`src/rtl/regfile_wb_arbiter.sv`:
```
// Regfile write-port arbiter (EXU vs LSU) with a 32-entry pending-write scoreboard.
// Define WB_ARB_RR_EN for round-robin tie-breaking; otherwise LSU has fixed priority.
module regfile_wb_arbiter (
    input  logic        clk,
    input  logic        rst,
    input  logic        decode_i_issue_valid,
    input  logic [4:0]  decode_i_issue_rd,
    output logic        decode_o_issue_ready,
    input  logic [4:0]  decode_i_reg_rs1,
    input  logic [4:0]  decode_i_reg_rs2,
    output logic        decode_o_rs1_busy,
    output logic        decode_o_rs2_busy,
    input  logic        exu_i_valid,
    input  logic [4:0]  exu_i_rd,
    input  logic [31:0] exu_i_data,
    output logic        exu_o_ready,
    input  logic        lsu_i_valid,
    input  logic [4:0]  lsu_i_rd,
    input  logic [31:0] lsu_i_data,
    output logic        lsu_o_ready,
    output logic        wb_o_reg_wen,
    output logic [4:0]  wb_o_reg_rd,
    output logic [31:0] wb_o_reg_data
);

    // Handshake: a requester raises valid and holds rd/data stable; ready is a
    // combinational function of the valids and is the grant. Transfer on valid&&ready.
    logic [31:0] pending;
    logic [31:0] pending_nxt;
    logic        exu_wins_tie;
    logic        grant_exu;
    logic        grant_lsu;
    logic        issue_fire;

`ifdef WB_ARB_RR_EN
    // Set when the last contended grant went to EXU, so LSU wins the next tie.
    logic lsu_pref;

    always_ff @(posedge clk or negedge rst) begin
        if (!rst) begin
            lsu_pref <= 1'b0;
        end else if (exu_i_valid && lsu_i_valid) begin
            lsu_pref <= grant_exu;
        end
    end

    assign exu_wins_tie = !lsu_pref;
`else
    assign exu_wins_tie = 1'b0;
`endif

    always_comb begin
        grant_exu = exu_i_valid && (!lsu_i_valid || exu_wins_tie);
        grant_lsu = lsu_i_valid && !grant_exu;
    end

    assign exu_o_ready = grant_exu;
    assign lsu_o_ready = grant_lsu;

    assign decode_o_issue_ready = !pending[decode_i_issue_rd];
    assign decode_o_rs1_busy    = pending[decode_i_reg_rs1];
    assign decode_o_rs2_busy    = pending[decode_i_reg_rs2];
    assign issue_fire           = decode_i_issue_valid && decode_o_issue_ready;

    // Clear happens on the commit edge; a set cannot target the same bit because
    // issue is blocked while that bit is pending.
    always_comb begin
        pending_nxt = pending;
        if (wb_o_reg_wen) begin
            pending_nxt[wb_o_reg_rd] = 1'b0;
        end
        if (issue_fire && (decode_i_issue_rd != 5'd0)) begin
            pending_nxt[decode_i_issue_rd] = 1'b1;
        end
        pending_nxt[0] = 1'b0;
    end

    always_ff @(posedge clk or negedge rst) begin
        if (!rst) begin
            pending <= 32'd0;
        end else begin
            pending <= pending_nxt;
        end
    end

    // An rd=0 grant is consumed here with wen held low.
    always_ff @(posedge clk or negedge rst) begin
        if (!rst) begin
            wb_o_reg_wen  <= 1'b0;
            wb_o_reg_rd   <= 5'd0;
            wb_o_reg_data <= 32'd0;
        end else begin
            wb_o_reg_wen <= 1'b0;
            if (grant_exu) begin
                wb_o_reg_wen  <= (exu_i_rd != 5'd0);
                wb_o_reg_rd   <= exu_i_rd;
                wb_o_reg_data <= exu_i_data;
            end else if (grant_lsu) begin
                wb_o_reg_wen  <= (lsu_i_rd != 5'd0);
                wb_o_reg_rd   <= lsu_i_rd;
                wb_o_reg_data <= lsu_i_data;
            end
        end
    end

endmodule

```
`config.mk`:
```
export PLATFORM = sky130hd
export DESIGN_NAME = regfile_wb_arbiter
export DESIGN_NICKNAME = d
export VERILOG_FILES = /design/src/rtl/regfile_wb_arbiter.sv
export SDC_FILE = /design/constraint.sdc
export NUM_CORES = 1
export LEC_CHECK = 0
export ABC_CLOCK_PERIOD_IN_PS = 1600
export CAP_MARGIN = 10
export CORE_ASPECT_RATIO = 1.25
export CORE_UTILIZATION = 58
export DETAILED_ROUTE_END_ITERATION = 10
export DONT_BUFFER_PORTS = 1
export PLACE_DENSITY_LB_ADDON = 0.25
export RECOVER_POWER = 100
export SLEW_MARGIN = 20
export SYNTH_ARGS = -nofsm -noshare
export SYNTH_HDL_FRONTEND = slang
export SYNTH_SLANG_ARGS = --single-unit
export TNS_END_PERCENT = 1
```
`constraint.sdc`:
```
create_clock -name clk -period 1.6 [get_ports clk]
set_input_delay 0.16 -clock clk [delete_from_list [all_inputs] [get_ports clk]]
set_output_delay 0.16 -clock clk [all_outputs]
set_load 0.05 [all_outputs]
```
==> run metrics, run 1 <==
most used routing layer met2; area grow syn2layout 20.5%; RD Place Congestion 0.915; TritonCTS clock tree done; Post CTS Setup Buffer Count 0; Die Footprint 7200 um^2; failing checks negative hold slack, negative setup slack; worst-margin pin slew 669 ps; Final ANT Viol Nets 0; final period utilization 1.33; Fin Hold WS -493 ps; min-delay worst type in2async; post-synthesis cell area 3980 um^2; post-layout util 0.726; vias in the first global route 3571; die height 94.6 um; starting DRC count in detailed routing 240; Post-Syn Instances 391; commonest non-fill, non-tap cell in the layout o21ai_0; Fill cells 466; IO buf count 0; syn avg cell area 10.2 um^2; floorplan row count 33; Final Critical Period 2130 ps; crit path DAT 1970 ps; drt drc 0; Register Area 1730 um^2; Routed WL 11.2 mm; startpoint types flip-flop; first-pass GRT wire length 17.5 mm; clk buf depth 2; Final setup viols 25; #FFs+latches synth 69; Slew headroom 0.554; status complete, but fails checks; CP Max Fanout 4; GR Util met3 0.0667; post-synth top area share 0.434; fin nets 533; Skew-Pair Late Insertion Delay 340 ps; leak pwr 1.96 nW; Congestion Overflow GR 0; CP Capture Type primary output; DR WL/cell 21.2 um; Mapped Nets 485; Die Wd 76.1 um; Required @ worst endpoint 1440 ps; final-report hold violation count 69; met2 GRT Util 0.599; CTS buffer count 9; cts hold-fix bufs 39; ant diodes 0; pwr dens 1250 nW/um^2; vias after detailed routing 3395; M1 GR Usage 0.356; Core Area 6610 um^2; largest net degree at the start of global routing 77; Sink Count 69; Starting Density 0.603; DRT Pass-1 Iters 7; top post-synthesis cells by area dfrtp_1 43%, o21ai_0 11%, mux4_2 10%; register area share after synthesis 0.434; antenna violations before repair 0; commonest cells after routing, fill and taps aside 80 x o21ai_0, 74 x nand2_1, 69 x dfrtp_1, 39 x mux2i_1, 38 x dlygate4sd3_1; Multi-input gate area 2160 um^2; crit path kind reg2out; clock-pin slew on the worst setup and hold paths 80 ps; Place WS -185 ps; RSZ-0062 raised after global routing yes; H-tree Lvls 3; root buf cell clkbuf_8; Final Max Tran Viols 0; Final WS setup -531 ps; Cell variety after synth 34; Pwr Total 0.00602 W; Synthesis Warnings 0; peak supply drop 699 uV; max_cap viols 0; max frequency 469 MHz; share of post-route cells with drive strength above 1 0.205; Total GRT Usage 0.323; cell taking the most area after synthesis dfrtp_1; via/cell ratio 6.39; dpl hpwl 7.16 mm; I/O pins 137; Layout Skew 9.73 ps
## power by group
part           switching (W)  internal [W]
Combinational       0.000852      0.000938
Sequential          0.000653       0.00215
Clock               0.000672      0.000756
Total                0.00218       0.00384
## worst max-delay path, stage by stage, from the launching register on
cell and delay [ps]:
dfrtp_1 410, mux4_2 490, mux4_2 510, inv_2 100, a21oi_4 120
## per-layer routing
| layer | routed length, um | vias to the layer above |
|---|---|---|
| li1 | - | 1510 |
| met1 | 4030 | 1658 |
| met5 | 0 | - |
| met2 | 6030 | 204 |
| met3 | 918 | 23 |
| met4 | 266 | 0 |
## path summary, 6_finish.rpt
kind / from / endpoint / slack [ps] / depth (start not counted)
worst max-delay path: pending[31]$_DFF_PN0_ / decode_o_rs2_busy / -530 / 4
worst max register to register: wb_o_reg_rd[1]$_DFFE_PN0P_ / pending[6]$_DFF_PN0_ / -370 / 4
worst min register to register: wb_o_reg_data[6]$_DFFE_PN0P_ / wb_o_reg_data[6]$_DFFE_PN0P_ / 570 / 2
worst min-delay path: rst / pending[2]$_DFF_PN0_ / -490 / 0
max in group asynchronous: rst / pending[5]$_DFF_PN0_ / 1970 / 0
min in group clk: exu_i_data[25] / wb_o_reg_data[25]$_DFFE_PN0P_ / 20 / 2
## what timing repair did
item | CTS | global route
hold endpoints to repair | 107 | 69
resized for setup | 10 | 10
endpoints found under the setup margin | 21 | 24
pin swaps | 6 | 5
## sequential cells by signal, summed over array words and instances, names as in the netlist
register and cells:
wb_o_reg_data 32, wb_o_reg_rd 5, wb_o_reg_wen 1, pending 31
## layout make-up
cell class | instances | share of cell area
Multi-Input combinational cell | 289 | 0.450
Sequential cell | 69 | 0.360
Timing Repair Buffer | 64 | 0.121
Clock buffer | 10 | 0.0287
Tap cell | 87 | 0.0227
Clock inverter | 6 | 0.0130
Inverter | 6 | 0.00470
## stage by stage
step	std cells	hold slack (ps)	TNS, ps	cell area [um^2]
2_1_floorplan	391	-136	-828	4000
3_3_place_gp	476	-134	-471	4170
3_5_place_dp	476	-134	-1150	4170
4_1_cts	531	-507	-1810	4800
5_1_grt	531	-504	-5620	4800
6_report	531	-493	-4090	4800
## cells in the mapped netlist
| cell type | number |
|---|---|
| a31oi_1 | 3 |
| or3b_2 | 2 |
| nor3b_1 | 6 |
| buf_6 | 2 |
| a221oi_1 | 2 |
| buf_1 | 2 |
| nand3b_1 | 5 |
| nand3_2 | 1 |
| or4_1 | 2 |
| dfrtp_1 | 69 |
| a22oi_1 | 2 |
| a22oi_2 | 1 |
| a21oi_1 | 4 |
| a211oi_1 | 2 |
| and3b_1 | 3 |
| o21ai_1 | 5 |
| clkbuf_1 | 17 |
| nand3_1 | 4 |
| o21ai_0 | 86 |
| nand2_2 | 1 |
| mux2_2 | 5 |
| mux4_2 | 18 |
| nor3_1 | 1 |
| nand2_1 | 74 |
| nor2b_1 | 1 |
| mux2i_1 | 39 |
| or3_1 | 1 |
| mux4_1 | 4 |
| inv_1 | 6 |
| o21ai_2 | 9 |
| and3_1 | 2 |
| buf_2 | 5 |
| nor2_1 | 6 |
| buf_8 | 1 |
## cell families after synthesis
family / after synthesis / synth area share
AOI/OAI and AO/OA: 114 / 0.159
buffers and inverters: 33 / 0.0393
DFF: 69 / 0.434
muxes: 66 / 0.240
and+or+nand+nor: 109 / 0.128
Note: power is estimated with default switching activity, not from simulation.
==> run 2: changes to the inputs <==
MAX_ROUTING_LAYER = met4   (was default)
RECOVER_POWER = 50   (was 100)
SLEW_MARGIN = 10   (was 20)
==> run 2 against run 1 <==
Effect of this change: the run still ends with negative hold slack, negative setup slack left; final cell count rose by 0.94%; core utilization rose by 2.0 points; global-route usage grew 1.8 points; register-to-register slack gained 330 ps; setup slack lost 6.0 ps; sequential power about the same; sequential share of layout area is 0.90 points lower; first-iteration DRC count rose by 30%; largest power group unchanged.
==> run metrics, run 2 (synthesis gave the netlist of run 1 again) <==
status complete, but fails checks; failing checks negative hold slack, negative setup slack; sequential power share 0.439; Routed WL 11.5 mm; Core Area 6610 um^2; Skew-Pair Late Insertion Delay 360 ps; Die Wd 76.1 um; Pwr Total 0.00637 W; IO buf count 0; min-delay worst type in2async; RSZ-0062 raised after global routing yes; starting DRC count in detailed routing 311; TritonCTS clock tree done; FF-to-FF Start pending[9]$_DFF_PN0_; Die Footprint 7200 um^2; Top reg by flops wb_o_reg_data; share of post-route cells with drive strength above 1 0.223; CP Capture Type primary output; largest net degree at the start of global routing 77; Final Instance Area 4930 um^2; peak supply drop 739 uV; H-tree Lvls 3; root buf cell clkbuf_8; Final Max Tran Viols 0; sw power 0.00222 W; die height 94.6 um; Sink Count 69; clock-pin slew on the worst setup and hold paths 80 ps; commonest non-fill, non-tap cell in the layout o21ai_0; fin nets 538; clock share of power 0.276; Reg2Reg Depth 5; floorplan row count 33; cts hold-fix bufs 44; CP Max Fanout 4; CTS buffer count 9; Fin Hold WS -513 ps; ant diodes 0; Starting Density 0.603; Final Critical Period 2140 ps; Comb power frac 0.285; worst-margin pin slew 655 ps; commonest cells after routing, fill and taps aside 79 x o21ai_0, 74 x nand2_1, 66 x dfrtp_1, 43 x dlygate4sd3_1, 39 x mux2i_1; max_cap viols 0; Final WS setup -537 ps; vias after detailed routing 3460; final period utilization 1.34; reg-to-reg critical path endpoint pending[16]$_DFF_PN0_; DRT Pass-1 Iters 5; antenna violations before repair 0; CP cell instances mux4_2, mux4_2, inv_2, a21oi_4; Crit path largest cell delay 510 ps; Sw Ratio 0.348; slowest CP cell mux4_2; Required @ worst endpoint 1440 ps; reg2reg setup slack -40 ps; Fill cells 448; Final setup viols 21; crit path kind reg2out; dpl hpwl 6.99 mm; Post-Place Cells 476; Layout Skew 9.01 ps; crit-path most repeated cell mux4_2; CP endpoint decode_o_rs2_busy; Layout Cells excl Fill 536; startpoint types flip-flop; leak pwr 2.02 nW; pwr dens 1290 nW/um^2; Slew headroom 0.565; max frequency 468 MHz; area grow syn2layout 23.8%; DR WL/cell 21.5 um; crit path DAT 1980 ps; via/cell ratio 6.46; Total GRT Usage 0.341; first-pass GRT wire length 17.6 mm; CP Launch Point pending[31]$_DFF_PN0_; Internal 0.00415 W; placed cell area 4170 um^2; Largest regs wb_o_reg_data x32, pending x31, wb_o_reg_rd x5; RD Place Congestion 0.936; Congestion Overflow GR 0; flip-flop count of the largest register after layout 32; drt drc 0; Final ANT Viol Nets 0; clk buf depth 2; I/O pins 137; final-report hold violation count 69; vias in the first global route 3658
## run 2: cell types whose count changed in the layout (fill, tap and decap cells not counted), moves of 2 or more
cell	change
clkinv_4	+3
clkinv_2	-2
bufinv_16	+2
clkbuf_1	-5
buf_4	+9
dfrtp_2	+3
dlygate4sd3_1	+5
clkbuf_2	-3
clkinvlp_4	-2
dfrtp_1	-3
## run 2: power by group through the flow
| stage | combinational (W) | sequential, W | clock [W] |
|---|---|---|---|
| 6_report | 0.00182 | 0.00280 | 0.00176 |
| 5_1_grt | 0.00195 | 0.00285 | 0.00184 |
| 4_1_cts | 0.00173 | 0.00277 | 0.00177 |
| 3_5_place_dp | 0.00157 | 0.00280 | 0 |
| 3_3_place_gp | 0.00152 | 0.00276 | 0 |
| 2_1_floorplan | 0.00126 | 0.00273 | 0 |
## run 2: timing repair
item	4_1_cts	5_1_grt
endpoints found under the hold margin	107	69
endpoints found under the setup margin	21	27
resized for setup	12	13
setup buffers	0	0
pin swaps	7	3
## run 2: layout make-up
class                      count  area, um^2  share of cell area
sequential                    69        1730               0.351
timing repair buffer          69         654               0.133
tap                           87         109              0.0221
clock buffer                   9         124              0.0251
multi-input combinational    289        2170               0.439
inverter                       6        22.5             0.00457
clock inverter                 7         124              0.0251
## run 2: worst max-delay path: cells and delay by family, from the launching register on
| kind | cells | cell delay (ps) |
|---|---|---|
| flops | 1 | 410 |
| compound gates | 1 | 110 |
| mux | 2 | 1000 |
| buf+inv | 1 | 90 |
## run 2: worst min path at each step
stage               start                       endpoint  slack [ps]  cells after the start
floorplan             rst          pending[10]$_DFF_PN0_        -140                      0
global placement      rst           pending[3]$_DFF_PN0_        -130                      0
detailed placement    rst           pending[1]$_DFF_PN0_        -130                      0
CTS                   rst  wb_o_reg_data[21]$_DFFE_PN0P_        -520                      0
global route          rst  wb_o_reg_data[25]$_DFFE_PN0P_        -520                      0
finish                rst          pending[28]$_DFF_PN0_        -510                      0
## run 2: metal layers
layer / routed length, um / vias up / global-route usage / share of wire
met1: 3910 / 1656 / 0.342 / 0.34
met2: 6110 / 222 / 0.594 / 0.53
met4: 484 / 0 / 0.239 / 0.042
met3: 1010 / 46 / 0.0783 / 0.088
li1: - / 1536 / - / -
met5: 0 / - / - / 0
## run 2: stage by stage
| stage | hold WS (ps) | setup slack [ps] | utilization | TNS [ps] |
|---|---|---|---|---|
| 3_3_place_gp | -134 | -136 | 0.631 | -400 |
| 5_1_grt | -518 | -556 | 0.746 | -3030 |
| 3_5_place_dp | -134 | -185 | 0.631 | -952 |
| 6_report | -513 | -537 | 0.746 | -1830 |
| 4_1_cts | -520 | -530 | 0.741 | -1680 |
| 2_1_floorplan | -136 | -132 | - | -828 |
